$ cat config.mk
export PLATFORM = sky130hd
export DESIGN_NAME = piso_serializer
export DESIGN_NICKNAME = d
export VERILOG_FILES = /design/src/rtl/piso_serializer.sv
export SDC_FILE = /design/constraint.sdc
export NUM_CORES = 1
export LEC_CHECK = 0
export BUFFER_PORTS_ARGS = -buffer_cell sky130_fd_sc_hd__buf_2
export CORE_AREA = 4 4 41 43
export DETAILED_ROUTE_END_ITERATION = 8
export DIE_AREA = 0 0 45 47
export GPL_ROUTABILITY_DRIVEN = 0
export PLACE_DENSITY = 0.55
export SKIP_CTS_REPAIR_TIMING = 1
export SYNTH_ARGS = -nofsm -noshare
export SYNTH_HDL_FRONTEND = slang
export SYNTH_SLANG_ARGS = --single-unit
$ cat constraint.sdc
create_clock -name clk -period 1.9 [get_ports clk]
set_input_delay 0.285 -clock clk [delete_from_list [all_inputs] [get_ports clk]]
set_output_delay 0.285 -clock clk [all_outputs]
set_load 0.01 [all_outputs]
$ cat src/rtl/piso_serializer.sv
`default_nettype none
// ============================================================================
// Module   : piso_serializer
// Brief    : Valid/ready parallel-in serial-out word serializer with framing
//            strobes and an optional inter-word idle gap.
//            Optional even-parity trailer bit: define PISO_PARITY_EN.
// Revision : 1.0  initial release
// ============================================================================
module piso_serializer #(
  parameter int WIDTH     = 4,
  parameter bit LSB_FIRST = 1'b1,
  parameter int GAP       = 0
) (
  input  logic             clk,
  input  logic             rst_n,
  input  logic [WIDTH-1:0] pi_data,
  input  logic             pi_valid,
  output logic             pi_ready,
  output logic             so,
  output logic             so_valid,
  output logic             so_first,
  output logic             so_last,
  output logic             busy
);

  localparam int CW = $clog2(WIDTH + 1);
`ifdef PISO_PARITY_EN
  localparam int NBITS = WIDTH + 1;
`else
  localparam int NBITS = WIDTH;
`endif
  localparam logic [CW-1:0] LAST_IDX  = CW'(NBITS - 1);
  localparam logic [CW-1:0] DATA_LAST = CW'(WIDTH - 1);
  localparam logic [3:0]    GAP_LAST  = (GAP > 0) ? 4'(GAP - 1) : 4'd0;

  typedef enum logic [1:0] {
    S_IDLE  = 2'd0,
    S_SHIFT = 2'd1,
    S_GAP   = 2'd2
  } state_t;

  state_t           state_q, state_d;
  logic [WIDTH-1:0] shreg_q, shreg_d;
  logic [CW-1:0]    cnt_q, cnt_d;
  logic [3:0]       gap_q, gap_d;
  logic             so_q, so_d;
  logic             so_valid_q, so_valid_d;
  logic             so_first_q, so_first_d;
  logic             so_last_q, so_last_d;
  logic             ready_q, ready_d;
`ifdef PISO_PARITY_EN
  logic             parity_q, parity_d;
`endif

  logic             handshake;
  logic             load;
  logic [CW-1:0]    cnt_inc;
  logic             load_bit, shift_bit;
  logic [WIDTH-1:0] load_rest, shift_rest;

  assign handshake = pi_valid & ready_q;
  assign cnt_inc   = cnt_q + CW'(1);

  // The register holds the bits not yet on so; the outgoing bit sits in so_q.
  assign load_bit   = LSB_FIRST ? pi_data[0] : pi_data[WIDTH-1];
  assign load_rest  = LSB_FIRST ? {1'b0, pi_data[WIDTH-1:1]} : {pi_data[WIDTH-2:0], 1'b0};
  assign shift_bit  = LSB_FIRST ? shreg_q[0] : shreg_q[WIDTH-1];
  assign shift_rest = LSB_FIRST ? {1'b0, shreg_q[WIDTH-1:1]} : {shreg_q[WIDTH-2:0], 1'b0};

  always_comb begin
    state_d    = state_q;
    shreg_d    = shreg_q;
    cnt_d      = cnt_q;
    gap_d      = gap_q;
    so_d       = 1'b0;
    so_valid_d = 1'b0;
    so_first_d = 1'b0;
    so_last_d  = 1'b0;
    ready_d    = 1'b0;
    load       = 1'b0;
`ifdef PISO_PARITY_EN
    parity_d   = parity_q;
`endif

    case (state_q)
      S_IDLE: begin
        ready_d = 1'b1;
        if (handshake) load = 1'b1;
      end
      S_SHIFT: begin
        if (cnt_q == LAST_IDX) begin
          if (GAP > 0) begin
            state_d = S_GAP;
            gap_d   = 4'd0;
          end else if (handshake) begin
            load = 1'b1;
          end else begin
            state_d = S_IDLE;
            ready_d = 1'b1;
          end
        end else begin
          cnt_d      = cnt_inc;
          so_valid_d = 1'b1;
          so_last_d  = (cnt_inc == LAST_IDX);
          ready_d    = (cnt_inc == LAST_IDX) && (GAP == 0);
`ifdef PISO_PARITY_EN
          if (cnt_q == DATA_LAST) begin
            so_d = parity_q;
          end else begin
            so_d    = shift_bit;
            shreg_d = shift_rest;
          end
`else
          so_d    = shift_bit;
          shreg_d = shift_rest;
`endif
        end
      end
      S_GAP: begin
        if (gap_q == GAP_LAST) begin
          state_d = S_IDLE;
          ready_d = 1'b1;
        end else begin
          gap_d = gap_q + 4'd1;
        end
      end
      default: state_d = S_IDLE;
    endcase

    // Acceptance overrides the per-state defaults, giving zero-bubble reloads.
    if (load) begin
      state_d    = S_SHIFT;
      cnt_d      = '0;
      shreg_d    = load_rest;
      so_d       = load_bit;
      so_valid_d = 1'b1;
      so_first_d = 1'b1;
      so_last_d  = (LAST_IDX == '0);
      ready_d    = 1'b0;
`ifdef PISO_PARITY_EN
      parity_d   = ^pi_data;
`endif
    end
  end

  always_ff @(posedge clk or negedge rst_n) begin
    if (!rst_n) begin
      state_q    <= S_IDLE;
      shreg_q    <= '0;
      cnt_q      <= '0;
      gap_q      <= '0;
      so_q       <= 1'b0;
      so_valid_q <= 1'b0;
      so_first_q <= 1'b0;
      so_last_q  <= 1'b0;
      ready_q    <= 1'b0;
`ifdef PISO_PARITY_EN
      parity_q   <= 1'b0;
`endif
    end else begin
      state_q    <= state_d;
      shreg_q    <= shreg_d;
      cnt_q      <= cnt_d;
      gap_q      <= gap_d;
      so_q       <= so_d;
      so_valid_q <= so_valid_d;
      so_first_q <= so_first_d;
      so_last_q  <= so_last_d;
      ready_q    <= ready_d;
`ifdef PISO_PARITY_EN
      parity_q   <= parity_d;
`endif
    end
  end

  assign pi_ready = ready_q;
  assign so       = so_q;
  assign so_valid = so_valid_q;
  assign so_first = so_first_q;
  assign so_last  = so_last_q;
  assign busy     = (state_q != S_IDLE);

endmodule
`default_nettype wire

# After elaboration in Yosys (flattened, before gate mapping)
# Index checks and enable logic that the tools add are counted.
# totals
register_bits,18
inputBits,7
elab_cells,58
# classes
n_addsub,2
n_eq_ne,9
n_mux,29
bitwise,2
reduce_logical,7
# ops
op,count
$mux 1,16
$mux 4,3
$mux 3,3
$ne 3x3->1 const B,3
$mux 2,4
$eq 3x2->1 const B,2
$pmux 2 s3,1
$add 4x1->4 const B,1
$logic_not 4->1,1
$ne 2x2->1 const B,2
$reduce_and 2->1,2
$reduce_and 4->1,1
$reduce_bool 2->1,2
$add 3x1->3 const B,1
$pmux 1 s3,1
$eq 2x1->1 const B,1
$eq 2x2->1 const B,1
$logic_not 2->1,1
$pmux 1 s2,1
$and 1x1->1,1
$not 1->1,1

# Logic depth before layout (Yosys ltp)
# Gate-level depths: netlist of the first run.
# depth
depth_word,6
ltp_mapped,6

# Worst setup path before layout of the first run
# OpenSTA, ideal clock, no wires.
# synth_timing
path_kind,reg-to-reg
startpoint,register cnt_q[1]
endpoint,"register so_q, in the netlist so"
setup_ns,0.121
arrival_ns,1.214
t_required_ns,1.779
setup_slack_ns,0.565
path_stages_with_launch,7
path_buffers,1
synth_period_minus_slack_ns,1.335
path_cell_list,dfrtp_1 -> ha_1 -> ha_1 -> nor2b_1 -> buf_2 -> nor2_1 -> a22o_1
# synth_via
elab_chain_cells,4
# synth_lines
element,line,source
from (decl),44,"logic [CW-1:0] cnt_q, cnt_d;"
from (signal assigned),163,cnt_q <= cnt_d;
$eq 3x2->1,91,if (cnt_q == LAST_IDX) begin
$mux 1,91,
$pmux 1 s2,85,case (state_q)
via load,56,logic load;
$mux 1,131,if (load) begin
via so_d,46,"logic so_q, so_d;"
to (signal assigned),152,so_q <= 1'b0;
to (signal assigned),165,so_q <= so_d;
to (decl),46,
# The timed path passes the listed nets, and every way through them passes these cells.
# A chain may end at the register's enable or synchronous reset.

# Worst setup path in the final report of the first run
# layout_timing
startpoint,register cnt_q[1]
endpoint,register shreg_q[0]
# layout_via
elab_chain_cells,5
# layout_lines
element,line,source
$eq 3x2->1 *,91,
$mux 1,91,
$pmux 1 s2,85,
$ne 2x2->1 (no source line) or $reduce_bool 2->1 (tied branches),n/a,
$reduce_and 2->1 (no source line),n/a,
to (signal assigned),162,shreg_q <= shreg_d;
to (decl),43,"logic [WIDTH-1:0] shreg_q, shreg_d;"
# Mark *: on every way between the ends. The rest lies on a longest branch, timed or not.

==> results.toml, run 1 <==
[run_status]
status = "completed"

[routing]
drt-total-wl_um = 818
first_pass_iters = 2
met3_length_um = 61
ant_nets = 0
met2_length_um = 363
routed.top_layer = "met4"
post_drt_wl_per_cell_um = 11.4
remaining_drc_errors = 0
met1_length_um = 375
viasPerCell = 4.74
drtIter0Drc = 2
num_vias = 341

[sta]
slew_headroom_pct = 80.3
worst_slack_ns = 0.517
finalHoldWorstSlack_ns = 0.246
setup_viol = 0
hold_viol = 0
fmax_mhz = 723
fin_crit_sh_pct = 72.8
clock_skew_ns = 0.000833
rsz0062_at_grt = "false"
drv_slew = 0
worst_pin_slew_ns = 0.295
fin_crit_ns = 1.38
tns_ns = 0

[hold_path]
hold_start = "pi_data[0]"
hold_path.class = "in2reg"
hold_end = "so$_DFF_PN0_"
hold_path_depth = 2

[synth]
synth_compound_area_share_pct = 8.42
synth_cells = 41
synthesis.area_sq_um = 475
post-synth-top-count-cell = "dfrtp_1"
synth_cell_types = 16
yosys_warnings = 0
synthAdderAreaFrac_pct = 7.89
yosys.area_share.simple_pct = 13.7
synth_enable_flop_cells = 0
synthArstFlopShare_pct = 100
synth_nets = 51
synth_top_family_by_area = "simple AND/OR/NAND/NOR gates"
synth-seq-cells = 12
seq_area_frac_synth_pct = 63.2
ys_top_cells_by_count = "dfrtp_1 (12), nand2_1 (7), ha_1 (3), o21ai_1 (3)"
synthMuxAreaShare_pct = 4.21
synth_area_leaders = "dfrtp_1 (63%), ha_1 (7.9%), nand2_1 (5.5%)"
synthXorXnorAreaFrac_pct = 0
synth.largest_area_cell = "dfrtp_1"
yosysTopAreaCellShare_pct = 63.2
ys.flop_type = "dfrtp_1"
syn_area_per_cell_sq_um = 11.6

[grt]
grt-ovfl-total = 0
grt_max_degree = 13
antenna_found_initial = 0
grt_pass1_vias = 310
grt_pass1_wl_um = 1300
grt_use_total_pct = 9.09

[layout]
fin_nets = 69
multiInputGateArea_sq_um = 163
fin_util_pct = 45.3
n_antenna_cell = 0
fillerInstances = 131
synthToLayoutAreaGrowth_pct = 23.9
drive_gt1_share_pct = 28.1
seqCellArea_sq_um = 300

[floorplan]
ioPinCount = 13
die_height_um = 47
dieArea_sq_um = 2120
initial_utilization_pct = 36.5
core_sq_um = 1300
fp.dieW_um = 45
rows = 13

[cts]
cts-root-buf = "clkbuf_4"
cts.sinks = 12
cts_tree = "yes"
cts_buffers = 3
clkTransAtPathRegs_ns = 0.06
clockBufferDepth = 2
clk_latency_ns = 0.26
cts_max_level = 1

[power_and_ir_drop]
vdd_drop_max_mv = 0.652
power.density_nw_per_um2 = 1550
fin_total_pwr_mw = 0.912
p_leak_nw = 0.317

[setup_path]
cp.required_ns = 2.08
r2r_slack_ns = 0.52
path_class = "reg2reg"
crit_path_end_kind = "flip-flop"
startpoint_type = "flip-flop"
worstRegToRegCells = 6
arrival_ns = 1.57
crit_fanout = 6
r2r-start = "cnt_q[1]$_DFFE_PN0P_"
timing.rr.end = "shreg_q[0]$_DFFE_PN0P_"

[place]
dp_hpwl_um = 637
dpl_worst_slack_ns = 0.519
io_buffer_count = 12

[job]
maxCapViolations = 0
worst max path at each step:
stage               slack [ns]  cells past startpoint                endpoint            startpoint
floorplan                 0.56                      6            so$_DFF_PN0_  cnt_q[1]$_DFFE_PN0P_
global placement          0.54                      5    cnt_q[2]$_DFFE_PN0P_  cnt_q[1]$_DFFE_PN0P_
detailed placement        0.52                      6  shreg_q[0]$_DFFE_PN0P_  cnt_q[1]$_DFFE_PN0P_
CTS                       0.50                      6  shreg_q[0]$_DFFE_PN0P_  cnt_q[1]$_DFFE_PN0P_
global route              0.42                      6  shreg_q[0]$_DFFE_PN0P_  cnt_q[0]$_DFFE_PN0P_
finish                    0.52                      6  shreg_q[0]$_DFFE_PN0P_  cnt_q[1]$_DFFE_PN0P_
state kept, by name, indices dropped and copies added (netlist names):
register / flops
cnt_q: 3
pi_ready: 1
shreg_q: 3
so: 1
so_first: 1
so_last: 1
so_valid: 1
state_q: 1
layout by cell type (no fill, tap or decap):
cell type | netlist | layout
a21oi_1 | 1 | 1
a22o_1 | 1 | 1
and3_1 | 1 | 1
buf_2 | 1 | 12
buf_4 | 0 | 1
clkbuf_4 | 0 | 3
dfrtp_1 | 12 | 12
dlygate4sd3_1 | 0 | 1
ha_1 | 3 | 3
inv_1 | 2 | 2
mux2i_1 | 2 | 2
nand2_1 | 7 | 7
nand2b_1 | 2 | 2
nand3_1 | 2 | 2
nor2_1 | 1 | 1
nor2b_1 | 1 | 1
o21ai_0 | 1 | 1
o21ai_1 | 3 | 3
o22ai_1 | 1 | 1
routing by layer:
| layer | global-route usage (%) | vias up |
|---|---|---|
| met1 | 11.8 | 153 |
| met2 | 13.0 | 10 |
| met5 | 0 | - |
| met3 | 2.30 | 4 |
| met4 | 7.02 | 0 |
| li1 | - | 174 |
layout make-up:
cell class | instances | share of cell area, %
clock buffers | 3 | 3.82
inverters | 2 | 1.27
multi-input cells | 26 | 27.6
flip-flops and latches | 12 | 51.0
well taps | 15 | 3.18
repair buffers | 14 | 13.2
critical path, stage by stage, from the launching register on:
cell and delay, ns:
dfrtp_1 0.40, ha_1 0.19, ha_1 0.19, nor2b_1 0.22, buf_4 0.19, nand2_1 0.05
o21ai_1 0.07
where the power goes:
part           switching, mW  leakage [nW]  internal (mW)
registers             0.0440         0.152          0.360
logic                  0.212         0.151          0.154
clock network         0.0688        0.0138         0.0731
kinds of logic after synthesis:
group	after synthesis
muxes	2
and+or+nand+nor	14
adders and majority gates	3
buffers and inverters	3
AOI/OAI and AO/OA	7
DFF	12
per-stage QoR:
| step | instance area, sq um | std cells |
|---|---|---|
| finish | 589 | 72 |
| global route | 589 | 72 |
| CTS | 579 | 71 |
| detailed placement | 557 | 68 |
| global placement | 557 | 68 |
| floorplan | 475 | 41 |
Power figures use the tool's default switching activity.
==> run 2: changes to the inputs <==
- PLACE_DENSITY: 0.55 -> 0.57
- clock period: 1.9 -> 1.2 ns (I/O delays scaled with it)
==> run 2 against run 1 <==
The flow now finishes with violations (negative setup slack). Core utilization up 7.1 points. Total power up 97%. Maximum frequency up 4.3%. Combinational power up 150%. Largest cell class unchanged.
==> results.toml, run 2 (same netlist as run 1, synthesis figures left out) <==
[run_status]
status = "finished, violations left"
violations = "negative setup slack"

[setup_path]
path_class = "reg2reg"
startpoint_type = "flip-flop"
crit_path_end_kind = "flip-flop"
crit_fanout = 2
arrival_ns = 1.53
cp.required_ns = 1.41
r2r_slack_ns = -0.13

[place]
dp_hpwl_um = 680
io_buffer_count = 12
place_area_sq_um = 609
dpl_worst_slack_ns = -0.146

[sta]
slew_headroom_pct = 77.1
finalHoldWorstSlack_ns = 0.132
worst_pin_slew_ns = 0.342
drv_slew = 0
hold_viol = 0
fin_crit_ns = 1.33
tns_ns = -0.785
rsz0062_at_grt = "true"
fmax_mhz = 755
clock_skew_ns = 0.00411
setup_viol = 10
worst_slack_ns = -0.125
fin_crit_sh_pct = 110

[floorplan]
die_height_um = 47
rows = 13
fp.dieW_um = 45
dieArea_sq_um = 2120
ioPinCount = 13
core_sq_um = 1300
initial_utilization_pct = 36.5

[grt]
grt_max_degree = 13
grt_pass1_wl_um = 1480
grt_pass1_vias = 356
grt-ovfl-total = 0
antenna_found_initial = 0
grt_use_total_pct = 9.83

[routing]
post_drt_wl_per_cell_um = 11.7
viasPerCell = 4.65
ant_nets = 0
drt-total-wl_um = 911
remaining_drc_errors = 0
num_vias = 363
first_pass_iters = 6
drtIter0Drc = 5

[cts]
cts_tree = "yes"
cts_buffers = 3
cts_max_level = 1
cts-root-buf = "clkbuf_4"
cts.sinks = 12
clkTransAtPathRegs_ns = 0.07
clk_latency_ns = 0.27
clockBufferDepth = 2

[layout]
fin_util_pct = 52.4
n_antenna_cell = 0
final_cell_area_sq_um = 682
fin_nets = 75
reg_top3 = "cnt_q: 3 flops, shreg_q: 3 flops"
drive_gt1_share_pct = 47.6
synthToLayoutAreaGrowth_pct = 43.4
mostFrequentLayoutCells = "dfrtp_1 (12), buf_2 (12), buf_4 (7)"

[power_and_ir_drop]
p_leak_nw = 0.354
power.density_nw_per_um2 = 2630
vdd_drop_max_mv = 1.09

[hold_path]
hold_path.class = "in2reg"

[job]
maxCapViolations = 0
==> run 2: changes by cell type in the layout (fill, tap and decap cells not counted), sizes merged <==
cell	previous run	this run
buf	13	19
==> run 2: final timing paths <==
path	start	to	cells past startpoint
max reg2reg	cnt_q[1]$_DFFE_PN0P_	pi_ready$_DFF_PN0_	6
max in group asynchronous	rst_n	so_valid$_DFF_PN0_	2
max	cnt_q[1]$_DFFE_PN0P_	pi_ready$_DFF_PN0_	6
min	pi_data[0]	so$_DFF_PN0_	2
min in group asynchronous	rst_n	so_first$_DFF_PN0_	2
min reg2reg	shreg_q[1]$_DFFE_PN0P_	shreg_q[0]$_DFFE_PN0P_	2
==> run 2: per-stage QoR <==
stage / cells / power [mW]
final: 78 / 1.80
after CTS: 77 / 1.65
after global routing: 78 / 1.95
after global placement: 74 / 1.40
after detailed placement: 74 / 1.41
after floorplan: 41 / 1.06
==> run 2: where the power goes <==
| part | total [mW] | internal (mW) | switching [mW] |
|---|---|---|---|
| Clock | 0.237 | 0.116 | 0.121 |
| Combinational | 0.910 | 0.483 | 0.427 |
| Sequential | 0.648 | 0.571 | 0.0778 |
| Total | 1.80 | 1.17 | 0.626 |
==> run 2: per-layer routing <==
| metal | global-route usage [%] | wire, um | vias to the layer above |
|---|---|---|---|
| met5 | 0 | 0 | - |
| met4 | 7.02 | 0 | 0 |
| met3 | 2.30 | 63 | 0 |
| met2 | 14.4 | 437 | 13 |
| met1 | 12.7 | 410 | 168 |
| li1 | - | - | 182 |
==> run 2: critical path, cell delays in order, from the launching register on <==
cell and delay [ns]:
dfrtp_1 0.39, ha_2 0.20, ha_4 0.16, nor2b_4 0.11
buf_4 0.12, and3_4 0.18, nand2b_4 0.11
==> run 2: final cells by class <==
class | instances | area [sq um]
clock buffer | 3 | 22.5
tap | 15 | 18.8
multi-input combinational | 26 | 210
fill | 122 | 619
timing repair buffer | 20 | 123
inverter | 2 | 7.51
sequential | 12 | 300
==> run 3: changes to the inputs <==
- CORE_AREA: 4 4 41 43 -> 4 4 49 51
- CTS_BUF_LIST: not set -> sky130_fd_sc_hd__clkbuf_8 sky130_fd_sc_hd__clkbuf_16
- DIE_AREA: 0 0 45 47 -> 0 0 53 55
- PLACE_DENSITY: 0.57 -> 0.41
==> run 3 against run 2 <==
Hold slack gained 0.030 ns. Sequential share of layout area fell by 3.1 points. Global-route usage decreased by 1.7 points. Clock skew shrank 0.0033 ns. Critical path depth fell by 1. Largest cell class unchanged. Total power rose by 11%. The flow still finishes with violations (negative setup slack). Cell area up 7.5%. Via count rose by 2.2%. Sequential power is 3.2% higher. Maximum frequency rose by 6.3%.
==> results.toml, run 3 (same netlist as run 1, synthesis figures left out) <==
[sta]
hold_viol = 0
setup_viol = 5
clock_skew_ns = 0.000841
worst_pin_slew_ns = 0.347
drv_slew = 0
fin_crit_ns = 1.25
fmax_mhz = 802
rsz0062_at_grt = "true"
worst_slack_ns = -0.0465
fin_crit_sh_pct = 104
finalHoldWorstSlack_ns = 0.161
slew_headroom_pct = 76.8

[routing]
routed.top_layer = "met4"
viasPerCell = 4.12
num_vias = 371
met3_length_um = 57
post_drt_wl_per_cell_um = 10.9
drt-total-wl_um = 982
met2_length_um = 453
first_pass_iters = 2
remaining_drc_errors = 0
met1_length_um = 459
drtIter0Drc = 5
ant_nets = 0

[cts]
clkTransAtPathRegs_ns = 0.05
cts_max_level = 1
cts-root-buf = "clkbuf_8"
clk_latency_ns = 0.23
clockBufferDepth = 2
cts_buffers = 3
cts_tree = "yes"
cts.sinks = 12

[setup_path]
startpoint_type = "flip-flop"
slowest_delay_ns = 0.38
crit_family = "simple AND/OR/NAND/NOR gates"
crit_path_end_kind = "flip-flop"
cp_num_buf_inv = 0
worstRegToRegCells = 5
path_depth = 5
crit_fanout = 4
cp.required_ns = 1.37
critPathSlowestCell = "dfrtp_1"
r2r_slack_ns = -0.05
worstPathCellList = "ha_2, ha_4, nor2b_4, and3_4, nand2b_1"
arrival_ns = 1.42
path_class = "reg2reg"

[layout]
fin_util_pct = 37.8
mostFrequentLayoutCells = "dfrtp_1 (12), buf_2 (12), nand2_1 (5), buf_4 (5)"
fin_nets = 75
instances_no_fill = 90
drive_gt1_share_pct = 50.8
fillerInstances = 208
synthToLayoutAreaGrowth_pct = 54.2
final_cell_area_sq_um = 733
reg_top3 = "cnt_q: 3 flops, shreg_q: 3 flops"
n_antenna_cell = 0

[floorplan]
rows = 16
ioPinCount = 13
core_sq_um = 1940
fp.dieW_um = 53
initial_utilization_pct = 24.5
die_height_um = 55
dieArea_sq_um = 2920

[grt]
grt_use_total_pct = 8.13
grt-ovfl-total = 0
grt_max_degree = 13
grt_pass1_wl_um = 1640
antenna_found_initial = 0
grt_pass1_vias = 377

[power_and_ir_drop]
intPower_mw = 1.31
p_switching_mw = 0.682
power.density_nw_per_um2 = 2720
p_leak_nw = 0.374
vdd_drop_max_mv = 0.999
clkPwrFrac_pct = 18.0
combPwrFrac_pct = 48.5
switching_share_pct = 34.2
pwr-share-seq_pct = 33.6

[hold_path]
hold_path_depth = 2
hold_path.class = "in2reg"

[place]
place_area_sq_um = 624
io_buffer_count = 12
dp_hpwl_um = 715
dpl_worst_slack_ns = -0.159
placed_cells = 86

[run_status]
violations = "negative setup slack"
status = "finished, violations left"

[job]
maxCapViolations = 0
[run 3: cell counts in the layout (fill, tap and decap cells not counted)]
Identical to the previous run, type by type.
[run 3: path summary, 6_finish.rpt]
| path | start | endpoint |
|---|---|---|
| setup / recovery | cnt_q[1]$_DFFE_PN0P_ | pi_ready$_DFF_PN0_ |
| hold / removal | pi_data[0] | so$_DFF_PN0_ |
| setup reg to reg | cnt_q[1]$_DFFE_PN0P_ | pi_ready$_DFF_PN0_ |
| hold reg to reg | shreg_q[2]$_DFFE_PN0P_ | shreg_q[1]$_DFFE_PN0P_ |
| max in group asynchronous | rst_n | shreg_q[1]$_DFFE_PN0P_ |
| min in group asynchronous | rst_n | cnt_q[1]$_DFFE_PN0P_ |
[run 3: layer usage]
layer,vias up,track usage [%]
li1,182,-
met4,0,5.11
met2,7,12.4
met5,-,0
met1,180,9.74
met3,2,2.95
[run 3: power groups by stage]
stage | registers [mW] | logic (mW) | clock network [mW]
finish | 0.669 | 0.966 | 0.358
global route | 0.688 | 1.07 | 0.394
CTS | 0.652 | 0.757 | 0.371
detailed placement | 0.657 | 0.752 | 0
global placement | 0.657 | 0.756 | 0
floorplan | 0.686 | 0.369 | 0
[run 3: worst reg2reg max path, stage by stage (launching register included)]
cell      delay, ns
dfrtp_1        0.38
ha_2           0.20
ha_4           0.17
nor2b_4        0.15
and3_4         0.20
nand2b_1       0.09
[run 3: stage by stage]
stage	TNS (ns)	total power, mW
floorplan	-0.171	1.06
global placement	-0.969	1.41
detailed placement	-1.24	1.41
CTS	-1.41	1.78
global route	-0.664	2.16
finish	-0.163	1.99
[run 3: final cells by class]
| class | instances | area [sq um] | area share, % |
|---|---|---|---|
| Timing Repair Buffer | 20 | 130 | 17.7 |
| Clock buffer | 3 | 41.3 | 5.63 |
| Multi-Input combinational cell | 26 | 220 | 30.0 |
| Inverter | 2 | 7.51 | 1.02 |
| Sequential cell | 12 | 300 | 41.0 |
| Tap cell | 27 | 33.8 | 4.61 |
